<file path="config.mk">
export PLATFORM = sky130hd
export DESIGN_NAME = sample_pacer
export DESIGN_NICKNAME = d
export VERILOG_FILES = /design/src/rtl/sample_pkg.sv /design/src/rtl/sample_fifo.sv /design/src/rtl/sample_pacer.sv
export SDC_FILE = /design/constraint.sdc
export NUM_CORES = 1
export LEC_CHECK = 0
export BUFFER_PORTS_ARGS = -buffer_cell sky130_fd_sc_hd__buf_2
export CAP_MARGIN = 20
export CORE_ASPECT_RATIO = 1.4
export CORE_MARGIN = 2
export CORE_UTILIZATION = 55
export DETAILED_ROUTE_END_ITERATION = 10
export HOLD_SLACK_MARGIN = 0.12
export PLACE_DENSITY = 0.74
export SLEW_MARGIN = 0
export SYNTH_ARGS = -nofsm -noshare
export SYNTH_HDL_FRONTEND = slang
export SYNTH_SLANG_ARGS = --single-unit
</file>
<file path="constraint.sdc">
create_clock -name clk -period 5.5 [get_ports clk]
set_input_delay 1.1 -clock clk [delete_from_list [all_inputs] [get_ports clk]]
set_output_delay 1.1 -clock clk [all_outputs]
set_load 0.05 [all_outputs]
</file>
<file path="src/rtl/sample_pkg.sv">
// Shared constants and FSM encoding for the sample pacer and its FIFO.
package sample_pkg;

  localparam int unsigned DEF_DW    = 16;
  localparam int unsigned DEF_DEPTH = 8;
  localparam int unsigned DEF_PRIME = 4;
  localparam int unsigned CNT_W     = 16;

  typedef enum logic [1:0] {
    ST_IDLE  = 2'b00,
    ST_PRIME = 2'b01,
    ST_RUN   = 2'b10
  } state_e;

endpackage

</file>
<file path="src/rtl/sample_fifo.sv">
// Synchronous FIFO with no fall-through; pointers carry an extra MSB so
// full and empty are distinguished by the pointer difference.
module sample_fifo
  import sample_pkg::*;
#(
  parameter int unsigned DW    = DEF_DW,
  parameter int unsigned DEPTH = DEF_DEPTH
) (
  input  logic                     clk,
  input  logic                     rst_n,
  input  logic                     flush,
  input  logic                     push,
  input  logic                     pop,
  input  logic [DW-1:0]            din,
  output logic [DW-1:0]            head,
  output logic [$clog2(DEPTH):0]   level,
  output logic                     full,
  output logic                     empty
);

  localparam int unsigned AW = $clog2(DEPTH);
  localparam int unsigned LW = AW + 1;

  logic [DW-1:0] r_mem [DEPTH];
  logic [AW:0]   r_wr_ptr;
  logic [AW:0]   r_rd_ptr;
  logic          w_push;
  logic          w_pop;

  assign level  = r_wr_ptr - r_rd_ptr;
  assign full   = (level == LW'(DEPTH));
  assign empty  = (level == '0);
  assign w_push = push && !full;
  assign w_pop  = pop && !empty;
  assign head   = r_mem[r_rd_ptr[AW-1:0]];

  // Flush wins over both push and pop.
  always_ff @(posedge clk or negedge rst_n) begin
    if (!rst_n) begin
      r_wr_ptr <= '0;
      r_rd_ptr <= '0;
    end else if (flush) begin
      r_wr_ptr <= '0;
      r_rd_ptr <= '0;
    end else begin
      if (w_push) r_wr_ptr <= r_wr_ptr + LW'(1);
      if (w_pop)  r_rd_ptr <= r_rd_ptr + LW'(1);
    end
  end

  always_ff @(posedge clk) begin
    if (w_push && !flush) r_mem[r_wr_ptr[AW-1:0]] <= din;
  end

endmodule

</file>
<file path="src/rtl/sample_pacer.sv">
// Buffers upstream samples and releases one every `period` cycles once the
// FIFO has primed; flags underrun when a tick finds the FIFO empty.
module sample_pacer
  import sample_pkg::*;
#(
  parameter int unsigned DW    = DEF_DW,
  parameter int unsigned DEPTH = DEF_DEPTH,
  parameter int unsigned PRIME = DEF_PRIME
) (
  input  logic                     clk,
  input  logic                     rst_n,
  input  logic                     enable,
  input  logic                     flush,
  input  logic                     s_valid,
  output logic                     s_ready,
  input  logic signed [DW-1:0]     s_data,
  input  logic [CNT_W-1:0]         period,
  output logic signed [DW-1:0]     dout,
  output logic                     data_refresh,
  output logic                     underrun,
  output logic [$clog2(DEPTH):0]   level
);

  localparam int unsigned LW = $clog2(DEPTH) + 1;

  state_e            r_state;
  state_e            w_state_nxt;
  logic [CNT_W-1:0]  r_cnt;
  logic [CNT_W-1:0]  w_period_m1;
  logic              w_tick;
  logic              w_pop;
  logic              w_full;
  logic              w_empty;
  logic [DW-1:0]     w_head;

  sample_fifo #(
    .DW    (DW),
    .DEPTH (DEPTH)
  ) u_fifo (
    .clk   (clk),
    .rst_n (rst_n),
    .flush (flush),
    .push  (s_valid),
    .pop   (w_pop),
    .din   (s_data),
    .head  (w_head),
    .level (level),
    .full  (w_full),
    .empty (w_empty)
  );

  assign s_ready     = !w_full;
  assign w_period_m1 = (period == '0) ? '0 : period - CNT_W'(1);
  assign w_pop       = w_tick && !w_empty;

  // Next state and tick; >= lets a shortened period fire immediately.
  always_comb begin
    w_state_nxt = r_state;
    w_tick      = 1'b0;
    if (!enable || flush) begin
      w_state_nxt = ST_IDLE;
    end else begin
      case (r_state)
        ST_IDLE:  w_state_nxt = ST_PRIME;
        ST_PRIME: if (level >= LW'(PRIME)) w_state_nxt = ST_RUN;
        ST_RUN: begin
          w_state_nxt = ST_RUN;
          w_tick      = (r_cnt >= w_period_m1);
        end
        default:  w_state_nxt = ST_IDLE;
      endcase
    end
  end

  always_ff @(posedge clk or negedge rst_n) begin
    if (!rst_n) begin
      r_state      <= ST_IDLE;
      r_cnt        <= '0;
      dout         <= '0;
      data_refresh <= 1'b0;
      underrun     <= 1'b0;
    end else begin
      r_state      <= w_state_nxt;
      data_refresh <= w_pop;
      underrun     <= w_tick && w_empty;
      if (w_pop) dout <= w_head;
      // Counter restarts on RUN entry, on every tick, and on flush/disable.
      if ((r_state != ST_RUN) || !enable || flush || w_tick) r_cnt <= '0;
      else r_cnt <= r_cnt + CNT_W'(1);
    end
  end

endmodule

</file>
==> results.tsv <==
stage	metric	value	unit
clocking	cts_setup_buffers	0	
run_status	status	complete, no violations	
global_routing	grt_antenna_before_repair	0	
yosys	synth.avg_cell_area	15.3	um2
yosys	async_reset_ff_frac	0.256	
yosys	synth_top_cell_by_area	edfxtp_1	
timing	rsz0062_at_grt	false	
setup_path	reg2reg_to	u_fifo.r_mem[0][12]	
timing	finalSetupTns	0	ns
global_routing	grt_use_total	0.211	
timing	period_needed	4.19	ns
yosys	synth-seq-cells	172	
timing	whs	0.502	ns
place	place_congestion	0.843	
setup_path	cp.required	5.79	ns
place	io_buffers	59	
yosys	yosysWarnings	0	
setup_path	startpoint_type	primary input	
clocking	clkTransAtPathRegs	0.07	ns
setup_path	critPathMaxFanout	39	
yosys	synth-edff-count	128	
clocking	cts_root_buffer	clkbuf_16	
setup_path	rr_startpoint	u_fifo.r_rd_ptr[2]	
final_layout	diodes	0	
min_path	hold_path_class	primary input to async pin	
timing	final_max_slew_viol_count	0	
yosys	synth.cell_area	7630	um2
run	max_cap_violations	0	
timing	setup_viol	0	
global_routing	overflow	0	
global_routing	grt_pass1_wl	23700	um
setup_path	critPathKind	primary input to flip-flop	
floorplanning	die_w	104	um
final_layout	fillers	951	
drt	vias_per_cell	5.81	
timing	hold_viol_final	0	
place	dp_cells	730	
timing	max_freq	239	MHz
place	post-dp-hpwl	9360	um
final_layout	stdcell_count	764	
floorplanning	coreArea	13500	um2
drt	drtAntennaViolNets	0	
floorplanning	die_area	14900	um2
floorplanning	start_util	0.568	
setup_path	rrSetupSlack	2.27	ns
yosys	synth_cells	500	
timing	finalCritPeriodShare	0.762	
clocking	clockBufferDepth	2	
drt	dr.pass1.iters	5	
drt	drc	0	
timing	relSlewSlack	0.535	
yosys	synth_ff_type	edfxtp_1	
floorplanning	die_height	143	um
clocking	cts-htree-levels	4	
drt	drtIter0Drc	370	
setup_path	reg2reg_depth	9	
timing	skew	0.0146	ns
yosys	netlist.area_leader.share	0.503	
final_layout	fin_area	8750	um2
clocking	numCtsBuffers	17	
setup_path	worstSetupStartpoint	period[8]	
yosys	yosys-top-cells-area	edfxtp_1 (50%), dfrtp_1 (14%), mux4_2 (9.4%)	
final_layout	drive_gt1_frac	0.258	
setup_path	cp.arrival	4.48	ns
clocking	post_cts_resize_count	0	
power	powerDensity	307	nW/um2
clocking	worst_skew_pair.late_latency	0.42	ns
timing	worst_pin_slew	0.697	ns
place	dpl_cell_area	8180	um2
global_routing	grt_pass1_vias	4579	
place	dp_slack	0.938	ns
drt	wl_per_cell	19.4	um
clocking	ctsHoldBuffers	0	
floorplanning	boundaryPins	60	
setup_path	end_kind	flip-flop	
power	ir_drop	0.191	mV
final_layout	syn2layout_area_growth	14.6	%
drt	num_vias	4440	
yosys	ys_types	44	
yosys	syn_nets	565	
floorplanning	rows	50	
timing	fin_ws	1.31	ns
power	leakage	3.41	nW
clocking	cts_tree	built	
final_layout	nets	634	
clocking	cts_sinks	172	
drt	finalWirelength	14900	um
yosys	yosysSeqAreaShare	0.648	
global_routing	grt_max_degree	45	
## state kept, by name, indices dropped and copies added, names as in the netlist
register	count
data_refresh	1
dout	16
r_cnt	16
r_state	2
u_fifo.r_mem	128
u_fifo.r_rd_ptr	4
u_fifo.r_wr_ptr	4
underrun	1
## per-stage QoR
step                      total power, mW  utilization
after CTS                            2.71        0.649
after global routing                 2.78        0.651
after global placement               1.60        0.608
final                                2.69        0.651
after detailed placement             1.60        0.608
after floorplan                      1.54            -
## where the power goes
group	total (mW)	internal [mW]	leakage (nW)	switching, mW
registers	1.43	1.42	1.77	0.0111
clock network	1.11	0.625	0.259	0.481
logic	0.151	0.0520	1.38	0.0986
total	2.69	2.10	3.41	0.590
## kinds of logic (layout without fill, tap and decap cells)
family,after synthesis,count (layout),share of synthesized area
DFF,172,172,0.648
buffers and inverters,40,122,0.0247
AOI/OAI and AO/OA,52,52,0.0387
xor gates and xnor gates,32,32,0.0367
and+or+nand+nor,122,122,0.0821
muxes,54,54,0.123
adders and majority gates,28,28,0.0469
## Yosys cell counts (2+ instances only)
cell        n
xor2_1     18
ha_1       27
nand3b_1    2
nor2_1     27
buf_4       4
nand2b_1    6
mux4_2     32
mux2i_1    22
buf_2       7
edfxtp_1  128
and4_1      2
a31oi_1    16
or3_1       4
nor3_1     15
and3_1      6
dfrtp_1    44
xnor2_1    14
nor2b_1     2
a21oi_1    26
buf_6       2
nand4_1     5
nand2_1    28
inv_1      16
nand3_1     8
o21ai_0     5
clkbuf_1    9
or2_2       2
nor4_1      7
## layout by cell type, fill, tap and decap left out, drive strengths merged, types with 4 or more instances in the layout
cell	instances
xor2	18
nor2	27
inv	21
nand4	6
a21oi	26
nand2	29
buf	73
a31oi	16
mux4	32
clkbuf	19
dfrtp	44
and3	6
o21ai	6
mux2i	22
nand2b	6
clkinv	5
nor4	7
xnor2	14
or3	4
nand3	9
ha	27
edfxtp	128
nor3	15
## metal layers
metal | vias to the layer above | wire length [um] | track usage
li1 | 2054 | - | -
met1 | 2225 | 5930 | 0.240
met2 | 136 | 8060 | 0.394
met3 | 25 | 636 | 0.0540
met4 | 0 | 228 | 0.0654
met5 | - | 0 | 0
## worst max-delay path by stage
stage / end / cells after the start
2_1_floorplan: u_fifo.r_mem[1][0] / 10
3_3_place_gp: u_fifo.r_rd_ptr[2] / 15
3_5_place_dp: u_fifo.r_rd_ptr[2] / 15
4_1_cts: u_fifo.r_rd_ptr[2] / 15
5_1_grt: u_fifo.r_rd_ptr[2] / 13
6_report: u_fifo.r_rd_ptr[2] / 15
## final cells by class
cell class	count	area (um2)	share of cell area
clock buffer	19	433	0.0495
multi-input combinational	288	2550	0.292
inverter	17	63.8	0.00729
sequential	172	4950	0.565
timing repair buffer	73	413	0.0472
tap	182	228	0.0260
clock inverter	13	116	0.0133
## worst max-delay path, stage by stage
cell and delay, ns:
buf_2 0.11, or3_1 0.43, nor2b_1 0.24, nand2_1 0.14, nor3_1 0.22, xor2_1 0.20, nand2_1 0.08, ha_1 0.32
nand4_1 0.14, or3_1 0.41, a2111o_1 0.30, nand4_2 0.09, buf_4 0.37, a31o_2 0.23, a21oi_1 0.08
Power figures use the tool's default switching activity.
